==> config.mk <==
export PLATFORM = sky130hd
export DESIGN_NAME = hub75_rx
export DESIGN_NICKNAME = d
export VERILOG_FILES = /design/src/rtl/hub75_rx.sv
export SDC_FILE = /design/constraint.sdc
export NUM_CORES = 1
export LEC_CHECK = 0
export CAP_MARGIN = 30
export CORE_UTILIZATION = 62
export DETAILED_ROUTE_END_ITERATION = 10
export PLACE_DENSITY = 0.8
export SETUP_SLACK_MARGIN = 0.15
export SLEW_MARGIN = 5
export SYNTH_ARGS = -nofsm -noshare
export SYNTH_HDL_FRONTEND = slang
export SYNTH_SLANG_ARGS = --single-unit
export TNS_END_PERCENT = 30
==> constraint.sdc <==
create_clock -name i_clk -period 3.25 [get_ports i_clk]
set_clock_uncertainty 0.2 [all_clocks]
set_input_delay 0.4875 -clock i_clk [delete_from_list [all_inputs] [get_ports i_clk]]
set_output_delay 0.4875 -clock i_clk [all_outputs]
set_load 0.01 [all_outputs]
==> src/rtl/hub75_rx.sv <==
// hub75_rx: HUB75 panel-bus receiver. Oversamples the panel interface,
// captures shifted rows into a ping-pong line buffer and replays each
// latched row as a one-pixel-per-cycle frame-memory write stream.
module hub75_rx #(
    parameter int unsigned COLS  = 64,
    parameter int unsigned COL_W = 6,
    parameter int unsigned ROW_W = 4
) (
    input  logic                   i_clk,
    input  logic                   i_rst_n,
    input  logic                   i_hub_clk,
    input  logic                   i_hub_latch,
    input  logic                   i_hub_blank,
    input  logic [1:0]             i_hub_r,
    input  logic [1:0]             i_hub_g,
    input  logic [1:0]             i_hub_b,
    input  logic [ROW_W-1:0]       i_hub_row,
    output logic                   o_wr_en,
    output logic [ROW_W+COL_W-1:0] o_wr_addr,
    output logic [5:0]             o_wr_data,
    output logic                   o_row_done,
    output logic [ROW_W-1:0]       o_row_idx,
    output logic                   o_blank,
    output logic [2:0]             o_err
);

    // Column count needs one extra bit so it can hold COLS itself.
    localparam int unsigned CNT_W  = COL_W + 1;
    localparam int unsigned AW     = ROW_W + COL_W;
    localparam int unsigned SYNC_W = ROW_W + 9;

    typedef enum logic [1:0] {
        S_IDLE  = 2'd0,
        S_WRITE = 2'd1,
        S_DONE  = 2'd2
    } state_t;

    // Synchronizer vector layout: {clk, latch, blank, rgb[5:0], row}.
    logic [SYNC_W-1:0] w_sync_in;
    logic [SYNC_W-1:0] r_s1;
    logic [SYNC_W-1:0] r_s2;
    logic              r_clk_d;
    logic              r_lat_d;

    logic [CNT_W-1:0]  r_col;
    logic              r_act;
    logic [1:0]        r_pend;
    logic [ROW_W-1:0]  r_tag [0:1];
    logic [CNT_W-1:0]  r_n   [0:1];
    logic [5:0]        r_bank [0:1][0:COLS-1];
    logic [2:0]        r_err;

    state_t            r_state;
    state_t            w_state_nx;
    logic              r_cbank;
    logic              w_cbank_nx;
    logic [COL_W-1:0]  r_k;
    logic [COL_W-1:0]  w_k_nx;
    logic              w_wr_en_nx;
    logic [AW-1:0]     w_wr_addr_nx;
    logic [5:0]        w_wr_data_nx;
    logic              w_done_nx;
    logic              w_release;

    logic              w_s_clk;
    logic              w_s_lat;
    logic [5:0]        w_s_rgb;
    logic [ROW_W-1:0]  w_s_row;
    logic              w_clk_rise;
    logic              w_lat_rise;
    logic              w_cap;
    logic              w_ovf;
    logic [CNT_W-1:0]  w_n;
    logic              w_other_busy;
    logic              w_commit;
    logic              w_overrun;
    logic              w_short;

    assign w_sync_in = {i_hub_clk, i_hub_latch, i_hub_blank,
                        i_hub_r[1], i_hub_g[1], i_hub_b[1],
                        i_hub_r[0], i_hub_g[0], i_hub_b[0], i_hub_row};

    assign w_s_row = r_s2[ROW_W-1:0];
    assign w_s_rgb = r_s2[ROW_W+5:ROW_W];
    assign w_s_lat = r_s2[ROW_W+7];
    assign w_s_clk = r_s2[ROW_W+8];
    assign o_blank = r_s2[ROW_W+6];

    // A pixel arriving together with the latch belongs to the row being closed.
    assign w_clk_rise   = w_s_clk & ~r_clk_d;
    assign w_lat_rise   = w_s_lat & ~r_lat_d;
    assign w_cap        = w_clk_rise && (r_col < CNT_W'(COLS));
    assign w_ovf        = w_clk_rise && !w_cap;
    assign w_n          = w_cap ? (r_col + CNT_W'(1)) : r_col;
    assign w_other_busy = r_pend[~r_act];
    assign w_commit     = w_lat_rise && (w_n != '0) && !w_other_busy;
    assign w_overrun    = w_lat_rise && (w_n != '0) && w_other_busy;
    // A dropped row is reported only as an overrun.
    assign w_short      = w_commit && (w_n < CNT_W'(COLS));

    // Two-flop synchronizers plus edge-detect history.
    always_ff @(posedge i_clk or negedge i_rst_n) begin
        if (!i_rst_n) begin
            r_s1    <= '0;
            r_s2    <= '0;
            r_clk_d <= 1'b0;
            r_lat_d <= 1'b0;
        end else begin
            r_s1    <= w_sync_in;
            r_s2    <= r_s1;
            r_clk_d <= w_s_clk;
            r_lat_d <= w_s_lat;
        end
    end

    // Column counter, active bank select and per-bank row tag / count.
    always_ff @(posedge i_clk or negedge i_rst_n) begin
        if (!i_rst_n) begin
            r_col    <= '0;
            r_act    <= 1'b0;
            r_tag[0] <= '0;
            r_tag[1] <= '0;
            r_n[0]   <= '0;
            r_n[1]   <= '0;
        end else begin
            if (w_lat_rise) begin
                r_col <= '0;
                if (w_commit) begin
                    r_act        <= ~r_act;
                    r_tag[r_act] <= w_s_row;
                    r_n[r_act]   <= w_n;
                end
            end else if (w_cap) begin
                r_col <= r_col + CNT_W'(1);
            end
        end
    end

    // Line-buffer storage; contents are don't-care until a row is captured.
    always_ff @(posedge i_clk) begin
        if (w_cap) begin
            r_bank[r_act][r_col[COL_W-1:0]] <= w_s_rgb;
        end
    end

    // Pending flags: set on commit of the filled bank, cleared when its replay ends.
    always_ff @(posedge i_clk or negedge i_rst_n) begin
        if (!i_rst_n) begin
            r_pend <= 2'b00;
        end else begin
            if (w_release) begin
                r_pend[r_cbank] <= 1'b0;
            end
            if (w_commit) begin
                r_pend[r_act] <= 1'b1;
            end
        end
    end

    // Sticky error flags.
    always_ff @(posedge i_clk or negedge i_rst_n) begin
        if (!i_rst_n) begin
            r_err <= '0;
        end else begin
            r_err <= r_err | {w_overrun, w_short, w_ovf};
        end
    end

    assign o_err = r_err;

    // Commit FSM state register.
    always_ff @(posedge i_clk or negedge i_rst_n) begin
        if (!i_rst_n) begin
            r_state <= S_IDLE;
            r_cbank <= 1'b0;
            r_k     <= '0;
        end else begin
            r_state <= w_state_nx;
            r_cbank <= w_cbank_nx;
            r_k     <= w_k_nx;
        end
    end

    // Commit FSM next-state and write-port values.
    always_comb begin
        w_state_nx   = r_state;
        w_cbank_nx   = r_cbank;
        w_k_nx       = r_k;
        w_wr_en_nx   = 1'b0;
        w_wr_addr_nx = '0;
        w_wr_data_nx = '0;
        w_done_nx    = 1'b0;
        w_release    = 1'b0;
        case (r_state)
            S_IDLE: begin
                if (r_pend != 2'b00) begin
                    w_state_nx = S_WRITE;
                    w_cbank_nx = ~r_pend[0];
                    w_k_nx     = '0;
                end
            end
            S_WRITE: begin
                w_wr_en_nx   = 1'b1;
                w_wr_addr_nx = {r_tag[r_cbank], r_k};
                w_wr_data_nx = r_bank[r_cbank][r_k];
                if ((CNT_W'(r_k) + CNT_W'(1)) == r_n[r_cbank]) begin
                    w_state_nx = S_DONE;
                end else begin
                    w_k_nx = r_k + COL_W'(1);
                end
            end
            S_DONE: begin
                w_done_nx  = 1'b1;
                w_release  = 1'b1;
                w_state_nx = S_IDLE;
            end
            default: begin
                w_state_nx = S_IDLE;
            end
        endcase
    end

    // Registered write port and row-done report.
    always_ff @(posedge i_clk or negedge i_rst_n) begin
        if (!i_rst_n) begin
            o_wr_en    <= 1'b0;
            o_wr_addr  <= '0;
            o_wr_data  <= '0;
            o_row_done <= 1'b0;
            o_row_idx  <= '0;
        end else begin
            o_wr_en    <= w_wr_en_nx;
            o_wr_addr  <= w_wr_addr_nx;
            o_wr_data  <= w_wr_data_nx;
            o_row_done <= w_done_nx;
            if (w_done_nx) begin
                o_row_idx <= r_tag[r_cbank];
            end
        end
    end

endmodule

==> insert_results.sql <==
INSERT INTO impl_metrics (metric_group, metric, value, unit) VALUES
('setup_path', 'timing.critical_path.max_delay_family', 'multiplexers', ''),
('synthesis', 'synth_async_sr_flop_share', '10.9', '%'),
('place', 'preCtsSetupSlack', '0.0112', 'ns'),
('routing', 'drtPass1Iterations', '7', ''),
('synthesis', 'syn_area_per_cell', '18.9', 'um2'),
('setup_path', 'setup.worst_path.class', 'reg2reg', ''),
('place', 'place.gp.congestion', '0.897', ''),
('synthesis', 'synthDistinctLibCells', '65', ''),
('status', 'status', 'finished, final reports clean', ''),
('pwr', 'irDropWorstVdd', '0.000515', 'V'),
('clocking', 'clock_tree.buffer_depth', '3', ''),
('worst_hold_path', 'min-delay-path-class', 'in2reg', ''),
('clocking', 'clock_sink_count', '862', ''),
('setup_path', 'critical_path.cell_chain', 'buf_4, buf_4, buf_16, mux4_2, mux2_2, o21ai_0, o21ai_0, a221o_1', ''),
('clocking', 'cts_tree', 'built', ''),
('routing', 'route.detailed.vias_per_inst', '6.81', ''),
('routing', 'drtIter0Drc', '2293', ''),
('setup_path', 'worst_ep_arrival_time', '3.46', 'ns'),
('global_route', 'grt_max_degree', '100', ''),
('floorplan', 'die_height', '236', 'um'),
('flow_run', 'max_cap_viol_count', '0', ''),
('setup_path', 'crit_path_end_kind', 'flop', ''),
('setup_path', 'timing.critical_path.required', '3.57', 'ns'),
('setup_path', 'worst-r2r-cell-count', '8', ''),
('synthesis', 'yosys_warnings', '0', ''),
('global_route', 'track_usage', '29.2', '%'),
('place', 'port-buffer-count', '40', ''),
('worst_hold_path', 'number_of_cells_on_the_worst_hold_path', '1', ''),
('floorplan', 'ioPinCount', '41', ''),
('sta', 'tightestPinTransition', '0.967', 'ns'),
('sta', 'slew_headroom', '35.1', '%'),
('setup_path', 'worst_r2r_start', 'r_cbank$_DFFE_PN0P_', ''),
('sta', 'finalHoldWorstSlack', '0.0843', 'ns'),
('global_route', 'grt_pass1_wl', '119000', 'um'),
('routing', 'dr_total_vias', '18500', ''),
('worst_hold_path', 'worst_hold_startpoint', 'i_hub_clk', ''),
('finish', 'share_of_final_layout_standard_cells_stronger_than_drive_strength_1', '23.6', '%'),
('synthesis', 'synth_edf_count', '768', ''),
('sta', 'rsz0062_at_grt', 'yes', ''),
('place', 'place_hpwl', '48000', 'um'),
('floorplan', 'placement_rows', '85', ''),
('finish', 'area_growth', '14.1', '%'),
('setup_path', 'reg2reg_slack', '0.12', 'ns'),
('finish', 'final_util', '72.0', '%'),
('sta', 'achievable_freq', '0.319', 'GHz'),
('sta', 'setup_viol', '0', ''),
('floorplan', 'initial_core_util', '63.1', '%'),
('setup_path', 'worst-path-buf-inv', '3', ''),
('sta', 'finalWorstSetupSlack', '0.117', 'ns'),
('floorplan', 'die_area', '0.0559', 'mm2'),
('global_route', 'first_global_vias', '18700', ''),
('synthesis', 'area_share_of_the_largest_cell_type_after_synthesis', '67.7', '%'),
('setup_path', 'critical_path_startpoint', 'r_cbank$_DFFE_PN0P_', ''),
('synthesis', 'synth.top_cells.by_area', 'edfxtp_1, mux4_2, dfrtp_1, mux2i_1, nor2_1', ''),
('sta', 'post-route-min-period', '3.13', 'ns'),
('floorplan', 'die-width', '236', 'um'),
('pwr', 'power_density', '806', 'mW/mm2'),
('synthesis', 'netlist_area', '0.0341', 'mm2'),
('clocking', 'clk-insertion-delay-late', '0.64', 'ns'),
('finish', 'antenna_cells_inserted', '0', ''),
('clocking', 'clock_tree.htree_level_count', '3', ''),
('setup_path', 'worst_path_max_delay_cell', 'mux4_2', ''),
('finish', 'final_nets', '1974', ''),
('sta', 'count_of_endpoints_failing_hold_in_the_final_timing_report', '0', ''),
('sta', 'setup_total_negative_slack', '0', 'ns'),
('setup_path', 'regToRegEndpoint', 'o_wr_data[0]$_DFF_PN0_', ''),
('routing', 'routed_wirelength', '81400', 'um'),
('global_route', 'antenna_found_initial', '2', ''),
('setup_path', 'cp_max_fo', '18', ''),
('pwr', 'leakage', '0.0131', 'uW'),
('worst_hold_path', 'whs_endpoint', 'r_s1[12]$_DFF_PN0_', '');
## layout make-up
type,instances,area (um2)
Clock buffer,105,2340
Multi-Input combinational cell,836,8080
Inverter,9,33.8
Sequential cell,862,25400
Clock inverter,48,455
Tap cell,696,871
Timing Repair Buffer,164,1660
Fill cell,3052,15100
## Yosys cell counts, types with 7 or more instances
cell	number
nand2b_1	11
and3_1	10
buf_6	9
mux2_2	33
xnor2_1	10
a22oi_1	12
mux2i_1	89
nand3_1	13
nor2_1	154
nor3_1	7
nor2b_1	17
nand2_1	148
dfrtp_1	94
edfxtp_1	768
o211ai_1	10
o22ai_1	14
mux4_2	157
clkbuf_1	38
buf_2	21
and2_1	12
a2111oi_0	9
buf_4	17
o21ai_0	19
buf_1	9
a21oi_1	15
a211oi_1	8
inv_1	8
a221oi_1	10
mux4_1	10
## placed cells by master, fill, tap and decap left out, drive strengths merged, types with 17 or more instances in the layout
cell             n
edfxtp         768
mux4           167
nor2           154
nand2          148
buf            121
clkbuf         108
dfrtp           94
mux2i           89
clkdlybuf4s50   39
mux2            34
clkinv          31
o21ai           20
nor2b           17
## stage by stage
step                instances  total power, uW  cell area [um2]
finish                   2720            31300            38900
global route             2720            32200            38900
CTS                      2717            31000            38700
detailed placement       2557            21100            35900
global placement         2557            20900            35900
floorplan                1806            18400            34100
## flip-flops by register name, indices dropped and copies added (netlist names), 2 cells and up
register / flops
o_wr_addr: 10
r_pend: 2
r_col: 7
r_n: 14
o_wr_data: 6
r_state: 2
r_bank: 768
r_tag: 8
o_err: 3
r_k: 6
r_s2: 13
o_row_idx: 4
r_s1: 13
## report_power, final
group	leakage, uW	switching (uW)	internal (uW)	total, uW
clock network	0.00136	4140	5730	9880
logic	0.00366	4650	3950	8590
registers	0.00807	454	12400	12900
## logic make-up (layout without fill, tap and decap cells)
group,Yosys count,in the layout,share of synthesized area [%]
simple gates,394,394,5.13
buf+inv,108,326,1.86
compound gates,134,134,3.03
flops,862,862,74.6
mux,290,290,14.9
fa+ha+maj,3,3,0.103
xor+xnor,15,15,0.386
## layer usage
metal	global-route usage, %	share of wire [%]
met5	0	0.041
met4	13.3	4.6
met3	6.32	11
met2	46.6	48
met1	39.2	36
## worst register-to-register path: stages (launching register included)
cell and delay [ns]:
dfrtp_4 0.45, buf_4 0.23, buf_4 0.25, buf_16 0.21, mux4_2 0.56, mux2_2 0.29, o21ai_0 0.35, o21ai_0 0.16
a221o_1 0.33
## worst max path at each step
| stage | endpoint | cells after the start | slack, ns |
|---|---|---|---|
| 3_3_place_gp | o_wr_data[4]$_DFF_PN0_ | 7 | 0.008 |
| 5_1_grt | o_wr_data[1]$_DFF_PN0_ | 11 | 0.04 |
| 6_report | o_wr_data[0]$_DFF_PN0_ | 8 | 0.12 |
| 3_5_place_dp | o_wr_data[4]$_DFF_PN0_ | 7 | 0.01 |
| 2_1_floorplan | o_wr_data[2]$_DFF_PN0_ | 10 | 0.66 |
| 4_1_cts | o_wr_data[1]$_DFF_PN0_ | 7 | 0.04 |
## timing repair
action                     4_1_cts  5_1_grt
gates resized for setup          3       13
pin swaps                        0        2
buffers inserted                 6        0
gates cloned                     0        3
setup endpoints to repair        9      114
hold endpoints to repair        44        0
hold buffers                     1        0
(Power assumes the default switching activity.)
